<file path="src/rtl/mem_stage_if.sv">
// Data-memory port between the memory-access stage and the data memory.
interface mem_stage_if;
  logic        dmem_req;
  logic        dmem_we;
  logic [31:0] dmem_addr;
  logic [3:0]  dmem_be;
  logic [31:0] dmem_wdata;
  logic [31:0] dmem_rdata;
  logic        dmem_ready;

  modport master (
    output dmem_req, dmem_we, dmem_addr, dmem_be, dmem_wdata,
    input  dmem_rdata, dmem_ready
  );

  modport slave (
    input  dmem_req, dmem_we, dmem_addr, dmem_be, dmem_wdata,
    output dmem_rdata, dmem_ready
  );
endinterface

</file>
<file path="src/rtl/mem_stage.sv">
// Memory-access pipeline stage: issues loads/stores over a req/ready port,
// aligns and extends load data, stalls upstream while an access is pending.
module mem_stage (
  input  logic             CLK,
  input  logic             RESET,
  input  logic [31:0]      aluResult1_PR,
  input  logic [31:0]      readDataB1_PR,
  input  logic [31:0]      Instr1_PR,
  input  logic [4:0]       writeRegister1_PR,
  input  logic             do_writeback1_PR,
  input  logic             MemRead1_PR,
  input  logic             MemWrite1_PR,
  input  logic             MemtoReg1_PR,
  mem_stage_if.master      dmem,
  output logic             stall_out,
  output logic [31:0]      Data1_MEM,
  output logic [4:0]       writeRegister1_MEM,
  output logic             do_writeback1_MEM,
  output logic [31:0]      Data1_WB,
  output logic [4:0]       writeRegister1_WB,
  output logic             do_writeback1_WB,
  output logic             mem_fault
);

  typedef enum logic {IDLE, WAIT} state_t;

  state_t      state;
  logic [5:0]  opcode;
  logic [1:0]  byte_off;
  logic        is_byte;
  logic        is_half;
  logic        is_signed;
  logic        mem_op;
  logic        misaligned;
  logic        aligned_op;
  logic [31:0] rdata_shifted;
  logic [31:0] load_data;
  logic [31:0] wb_data;
  logic        unused_instr_bits;

  assign opcode            = Instr1_PR[31:26];
  assign byte_off          = aluResult1_PR[1:0];
  assign unused_instr_bits = ^Instr1_PR[25:0];

  // Access size and signedness; unrecognised opcodes fall back to word.
  always_comb begin
    is_byte   = 1'b0;
    is_half   = 1'b0;
    is_signed = 1'b0;
    case (opcode)
      6'h20: begin is_byte = 1'b1; is_signed = 1'b1; end
      6'h21: begin is_half = 1'b1; is_signed = 1'b1; end
      6'h24: is_byte = 1'b1;
      6'h25: is_half = 1'b1;
      6'h28: is_byte = 1'b1;
      6'h29: is_half = 1'b1;
      default: ;
    endcase
  end

  // Fault detection: bad alignment for the size, or read and write together.
  always_comb begin
    mem_op     = MemRead1_PR | MemWrite1_PR;
    misaligned = 1'b0;
    if (mem_op) begin
      if (MemRead1_PR && MemWrite1_PR)
        misaligned = 1'b1;
      else if (is_half)
        misaligned = byte_off[0];
      else if (!is_byte)
        misaligned = (byte_off != 2'b00);
    end
    aligned_op = mem_op & ~misaligned;
  end

  // Request stays up through WAIT until ready; reset kills it immediately.
  assign dmem.dmem_req   = RESET & ((state == WAIT) | aligned_op);
  assign dmem.dmem_we    = MemWrite1_PR & ~MemRead1_PR;
  assign dmem.dmem_addr  = {aluResult1_PR[31:2], 2'b00};
  assign stall_out       = dmem.dmem_req & ~dmem.dmem_ready;

  // Store lane enables and lane-replicated write data.
  always_comb begin
    dmem.dmem_be    = 4'b1111;
    dmem.dmem_wdata = readDataB1_PR;
    if (dmem.dmem_we) begin
      if (is_byte) begin
        dmem.dmem_be    = 4'(4'b0001 << byte_off);
        dmem.dmem_wdata = {4{readDataB1_PR[7:0]}};
      end else if (is_half) begin
        dmem.dmem_be    = 4'(4'b0011 << byte_off);
        dmem.dmem_wdata = {2{readDataB1_PR[15:0]}};
      end
    end
  end

  // Load lane extraction with sign or zero extension.
  always_comb begin
    rdata_shifted = dmem.dmem_rdata >> {byte_off, 3'b000};
    if (is_byte)
      load_data = {{24{is_signed & rdata_shifted[7]}}, rdata_shifted[7:0]};
    else if (is_half)
      load_data = {{16{is_signed & rdata_shifted[15]}}, rdata_shifted[15:0]};
    else
      load_data = dmem.dmem_rdata;
    wb_data = MemtoReg1_PR ? load_data : aluResult1_PR;
  end

  // Forwarding taps; load results are not available until WB.
  assign Data1_MEM          = aluResult1_PR;
  assign writeRegister1_MEM = writeRegister1_PR;
  assign do_writeback1_MEM  = do_writeback1_PR & ~MemRead1_PR;

  // Access FSM and MEM/WB register; a stalled cycle loads a bubble.
  always_ff @(posedge CLK or negedge RESET) begin
    if (!RESET) begin
      state             <= IDLE;
      Data1_WB          <= 32'd0;
      writeRegister1_WB <= 5'd0;
      do_writeback1_WB  <= 1'b0;
      mem_fault         <= 1'b0;
    end else begin
      case (state)
        IDLE:    if (dmem.dmem_req && !dmem.dmem_ready) state <= WAIT;
        WAIT:    if (dmem.dmem_ready) state <= IDLE;
        default: state <= IDLE;
      endcase
      mem_fault <= misaligned;
      if (stall_out) begin
        do_writeback1_WB <= 1'b0;
      end else begin
        Data1_WB          <= wb_data;
        writeRegister1_WB <= writeRegister1_PR;
        do_writeback1_WB  <= do_writeback1_PR & ~misaligned;
      end
    end
  end

endmodule

</file>
<file path="src/flat_wrapper.sv">
// flat-port wrapper written by rule: the top's interface ports become plain ports
module mem_stage_flat 
  (CLK, RESET, aluResult1_PR, readDataB1_PR, Instr1_PR, writeRegister1_PR, do_writeback1_PR, MemRead1_PR, MemWrite1_PR, MemtoReg1_PR, stall_out, Data1_MEM, writeRegister1_MEM, do_writeback1_MEM, Data1_WB, writeRegister1_WB, do_writeback1_WB, mem_fault, dmem_dmem_req, dmem_dmem_we, dmem_dmem_addr, dmem_dmem_be, dmem_dmem_wdata, dmem_dmem_rdata, dmem_dmem_ready);
  mem_stage_if dmem_i ();
  input  logic CLK;
  input  logic RESET;
  input  logic [31:0] aluResult1_PR;
  input  logic [31:0] readDataB1_PR;
  input  logic [31:0] Instr1_PR;
  input  logic [4:0] writeRegister1_PR;
  input  logic do_writeback1_PR;
  input  logic MemRead1_PR;
  input  logic MemWrite1_PR;
  input  logic MemtoReg1_PR;
  output logic stall_out;
  output logic [31:0] Data1_MEM;
  output logic [4:0] writeRegister1_MEM;
  output logic do_writeback1_MEM;
  output logic [31:0] Data1_WB;
  output logic [4:0] writeRegister1_WB;
  output logic do_writeback1_WB;
  output logic mem_fault;
  output wire logic [$bits(dmem_i.dmem_req)-1:0] dmem_dmem_req;
  output wire logic [$bits(dmem_i.dmem_we)-1:0] dmem_dmem_we;
  output wire logic [$bits(dmem_i.dmem_addr)-1:0] dmem_dmem_addr;
  output wire logic [$bits(dmem_i.dmem_be)-1:0] dmem_dmem_be;
  output wire logic [$bits(dmem_i.dmem_wdata)-1:0] dmem_dmem_wdata;
  input wire logic [$bits(dmem_i.dmem_rdata)-1:0] dmem_dmem_rdata;
  input wire logic [$bits(dmem_i.dmem_ready)-1:0] dmem_dmem_ready;
  assign dmem_dmem_req = dmem_i.dmem_req;
  assign dmem_dmem_we = dmem_i.dmem_we;
  assign dmem_dmem_addr = dmem_i.dmem_addr;
  assign dmem_dmem_be = dmem_i.dmem_be;
  assign dmem_dmem_wdata = dmem_i.dmem_wdata;
  assign dmem_i.dmem_rdata = dmem_dmem_rdata;
  assign dmem_i.dmem_ready = dmem_dmem_ready;
  mem_stage u_core (.CLK(CLK), .RESET(RESET), .aluResult1_PR(aluResult1_PR), .readDataB1_PR(readDataB1_PR), .Instr1_PR(Instr1_PR), .writeRegister1_PR(writeRegister1_PR), .do_writeback1_PR(do_writeback1_PR), .MemRead1_PR(MemRead1_PR), .MemWrite1_PR(MemWrite1_PR), .MemtoReg1_PR(MemtoReg1_PR), .dmem(dmem_i), .stall_out(stall_out), .Data1_MEM(Data1_MEM), .writeRegister1_MEM(writeRegister1_MEM), .do_writeback1_MEM(do_writeback1_MEM), .Data1_WB(Data1_WB), .writeRegister1_WB(writeRegister1_WB), .do_writeback1_WB(do_writeback1_WB), .mem_fault(mem_fault));
endmodule
</file>
<file path="config.mk">
export PLATFORM = sky130hd
export DESIGN_NAME = mem_stage_flat
export DESIGN_NICKNAME = d
export VERILOG_FILES = /design/src/rtl/mem_stage_if.sv /design/src/rtl/mem_stage.sv /design/src/flat_wrapper.sv
export SDC_FILE = /design/constraint.sdc
export NUM_CORES = 1
export LEC_CHECK = 0
export CAP_MARGIN = 20
export CORE_AREA = 2 2 110 112
export DETAILED_ROUTE_END_ITERATION = 7
export DIE_AREA = 0 0 112 114
export DONT_BUFFER_PORTS = 1
export GPL_TIMING_DRIVEN = 0
export PLACE_DENSITY_LB_ADDON = 0.15
export SYNTH_ARGS = -nofsm -noshare
export SYNTH_HDL_FRONTEND = slang
export SYNTH_SLANG_ARGS = --single-unit
</file>
<file path="constraint.sdc">
create_clock -name CLK -period 2.2 [get_ports CLK]
set_input_delay 0.22 -clock CLK [delete_from_list [all_inputs] [get_ports CLK]]
set_output_delay 0.22 -clock CLK [all_outputs]
set_load 0.05 [all_outputs]
</file>
==> flow_summary.yaml <==
run_status:
  outcome: "completed"
power_and_ir_drop:
  peakVddDrop_v: 0.000388
  p_per_area_nw_per_um2: 704
  p_int_mw: 1.60
  total_power_mw: 2.85
  seqPwrFrac_pct: 40.0
  power_frac_clock_pct: 29.5
  p_switching_mw: 1.25
  p_sw_share_pct: 44.0
  p_leak_nw: 1.78
  power_frac_comb_pct: 30.4
setup_path:
  crit_path_end_kind: "output pin"
  crit_fanout: 10
  r2r_start: "u_core.state"
  reg2reg_slack_ps: 730
  start_kind: "input port"
  critical_path_required_ps: 1980
  max_stage_delay_ps: 450
  path_cells: "nor3b_2 -> and3_2 -> buf_2 -> nand2_1 -> nand2_1"
  arrival_ps: 1830
  crit_top_cell: "nand2_1"
  slowest_stage: "nor3b_2"
  worstRegToRegCells: 5
  setup.worst_path.class: "in -> out"
  reg2reg_to: "u_core.Data1_WB[18]"
route:
  drc: 0
  ant_nets: 0
  routedWlPerCell_um: 20.4
  wl_um: 12500
  num_vias: 3200
  avgViaCountPerCell: 5.22
  drt_iter0_drc: 258
  dr.pass1.iters: 4
place:
  dp_slack_ps: -380
  io_buffers: 0
  dp.cells: 599
  dp_hpwl_um: 10000
  gp_congestion: 0.869
synthesis:
  synth_top_area_share_pct: 28.2
  syn_avg_cell_area_um2: 7.88
  synthTopCellsByCount: "nand2_1 (79), buf_4 (77), dfrtp_1 (40), o21ai_0 (35), a21oi_1 (34)"
  ys_seq_area_share_pct: 28.2
  synth_fa_ha_area_share_pct: 1.69
  synth_cell_types: 51
  synth_top_family_by_area: "compound AO/OA/AOI/OAI gates"
  synth_most_common_cell: "nand2_1"
  synth_largest_area_cell: "dfrtp_1"
  synth_area_um2: 3550
  synthTopCellsByArea: "dfrtp_1 (28%), buf_4 (16%), nand2_1 (8.3%)"
  ys.flop_type: "dfrtp_1"
  async_flop_share_pct: 100
  synth-simple-area-share_pct: 17.9
  synth_edf_count: 0
  ys_warn_count: 0
  synthMuxAreaShare_pct: 9.62
  synth-seq-cells: 40
  synth-xor-area-share_pct: 0.247
  synth_compound_area_share_pct: 21.3
  synthCells: 451
timing:
  finalSetupViolations: 0
  timing.final.ws_setup_ps: 150
  fin_crit_sh_pct: 93.2
  hold_viol_final: 0
  max-slew-margin-rel_pct: 37.9
  min_period_ps: 2050
  rsz0062_at_grt: "no"
  tightest_slew_ps: 929
  drv_slew: 0
  max_freq_mhz: 488
  hold_ws_ps: 40.2
  skew_ps: 9.17
global_route:
  antenna_found_initial: 0
  grt_overflow_total: 0
  grt_pass1_wl_um: 18600
  grt.total_usage_pct: 18.8
  grt_pass1_vias: 3197
  grt_max_degree: 41
min_path:
  hold_path_end: "u_core.writeRegister1_WB[4]"
  hold_class: "in -> reg"
  holdCritStartpoint: "writeRegister1_PR[4]"
  min_delay_path_depth: 2
floorplanning:
  io_pins: 288
  core_area_um2: 11700
  die_area_um2: 12800
  die_w_um: 112
  rows: 40
  start_util_pct: 30.3
  die_y_um: 114
clocking:
  clk_latency_ps: 290
  cts_tree: "built"
  cts-root-buf: "clkbuf_16"
  cts.clk_slew.worst_paths_ps: 60
  htree_levels: 2
  clockBufferDepth: 2
  numCtsBuffers: 5
  cts.sinks: 40
cells_and_area:
  finalNonFillerCells: 613
  area.sequential_um2: 1000
  areaGrowthSynthToFinish_pct: 14.0
  nFillCells: 1236
  drive_above_1_share_pct: 31.1
  fin_util_pct: 34.6
  multiInputGateArea_um2: 1860
  finalNetCount: 609
  n_antenna_cell: 0
run:
  cap_violations: 0
## placed cells by master, fill, tap and decap left out, types with 3 or more instances in the layout
| cell | count |
|---|---|
| o22ai_1 | 6 |
| o22a_1 | 6 |
| clkbuf_16 | 5 |
| buf_6 | 3 |
| buf_2 | 10 |
| buf_4 | 80 |
| clkbuf_1 | 9 |
| dfrtp_1 | 40 |
| o21ai_1 | 21 |
| o221ai_1 | 5 |
| a22oi_1 | 4 |
| mux2_2 | 15 |
| a21oi_2 | 7 |
| inv_1 | 8 |
| and3_1 | 6 |
| mux2i_1 | 15 |
| ha_1 | 4 |
| nand3_1 | 3 |
| nor2_1 | 17 |
| o21ai_0 | 35 |
| nand2_1 | 78 |
| nand2b_1 | 10 |
| a21oi_1 | 26 |
## layout make-up
class                   instances  area share [%]
multi-input cells             299            46.0
flip-flops and latches         40            24.7
plain buffers                 102            17.6
well taps                     147            4.54
clock buffers                   5            3.09
repair buffers                  7            2.04
clock inverters                 3            1.05
inverters                      10            1.02
## flip-flops by register name, indices dropped and copies added (netlist names)
register	count
u_core.Data1_WB	32
u_core.writeRegister1_WB	5
u_core.do_writeback1_WB	1
u_core.mem_fault	1
u_core.state	1
## layer usage
metal / vias to the layer above / global-route usage [%] / wire length (um)
li1: 1500 / - / -
met3: 10 / 4.57 / 1220
met4: 0 / 4.47 / 147
met5: - / 0 / 0
met1: 1505 / 23.1 / 4760
met2: 185 / 33.3 / 6380
## repair_timing
item,4_1_cts,5_1_grt
pin swaps,1,0
hold buffers,3,0
hold endpoints to repair,41,0
buffers inserted,1,3
endpoints found under the setup margin,27,21
resized for setup,10,4
## stage by stage
| stage | setup TNS (ps) | cell area [um2] |
|---|---|---|
| floorplan | -373 | 3580 |
| global placement | -7010 | 3760 |
| detailed placement | -8150 | 3760 |
| CTS | 0 | 4020 |
| global route | 0 | 4050 |
| finish | 0 | 4050 |
## how the worst max path moves through the flow
stage / from / endpoint / slack, ps / cells past startpoint
floorplan: MemWrite1_PR / dmem_dmem_wdata[24] / -60 / 5
global placement: MemWrite1_PR / dmem_dmem_wdata[30] / -350 / 6
detailed placement: MemWrite1_PR / dmem_dmem_wdata[22] / -380 / 6
CTS: Instr1_PR[26] / dmem_dmem_wdata[25] / 10 / 4
global route: Instr1_PR[30] / dmem_dmem_be[2] / 50 / 4
finish: Instr1_PR[30] / dmem_dmem_wdata[22] / 150 / 5
## cells by family (layout without fill, tap and decap cells)
| logic type | count (synthesis) | after routing |
|---|---|---|
| AOI/OAI and AO/OA | 127 | 127 |
| xor gates and xnor gates | 1 | 1 |
| adders and majority gates | 5 | 5 |
| buffers and inverters | 113 | 127 |
| DFF | 40 | 40 |
| muxes | 31 | 31 |
| other | 1 | 2 |
| and+or+nand+nor | 133 | 133 |
## power groups by stage
stage	logic (mW)	registers, mW	clock network [mW]
floorplan	0.761	1.13	0
global placement	0.836	1.16	0
detailed placement	0.838	1.16	0
CTS	0.870	1.14	0.856
global route	0.923	1.15	0.898
finish	0.868	1.14	0.842
## critical path, delay by kind of cell
kind / cells / cell delay, ps
buffers and inverters: 1 / 290
AND/OR/NAND/NOR: 4 / 1330
No activity file was read; power rests on OpenSTA's default activity.
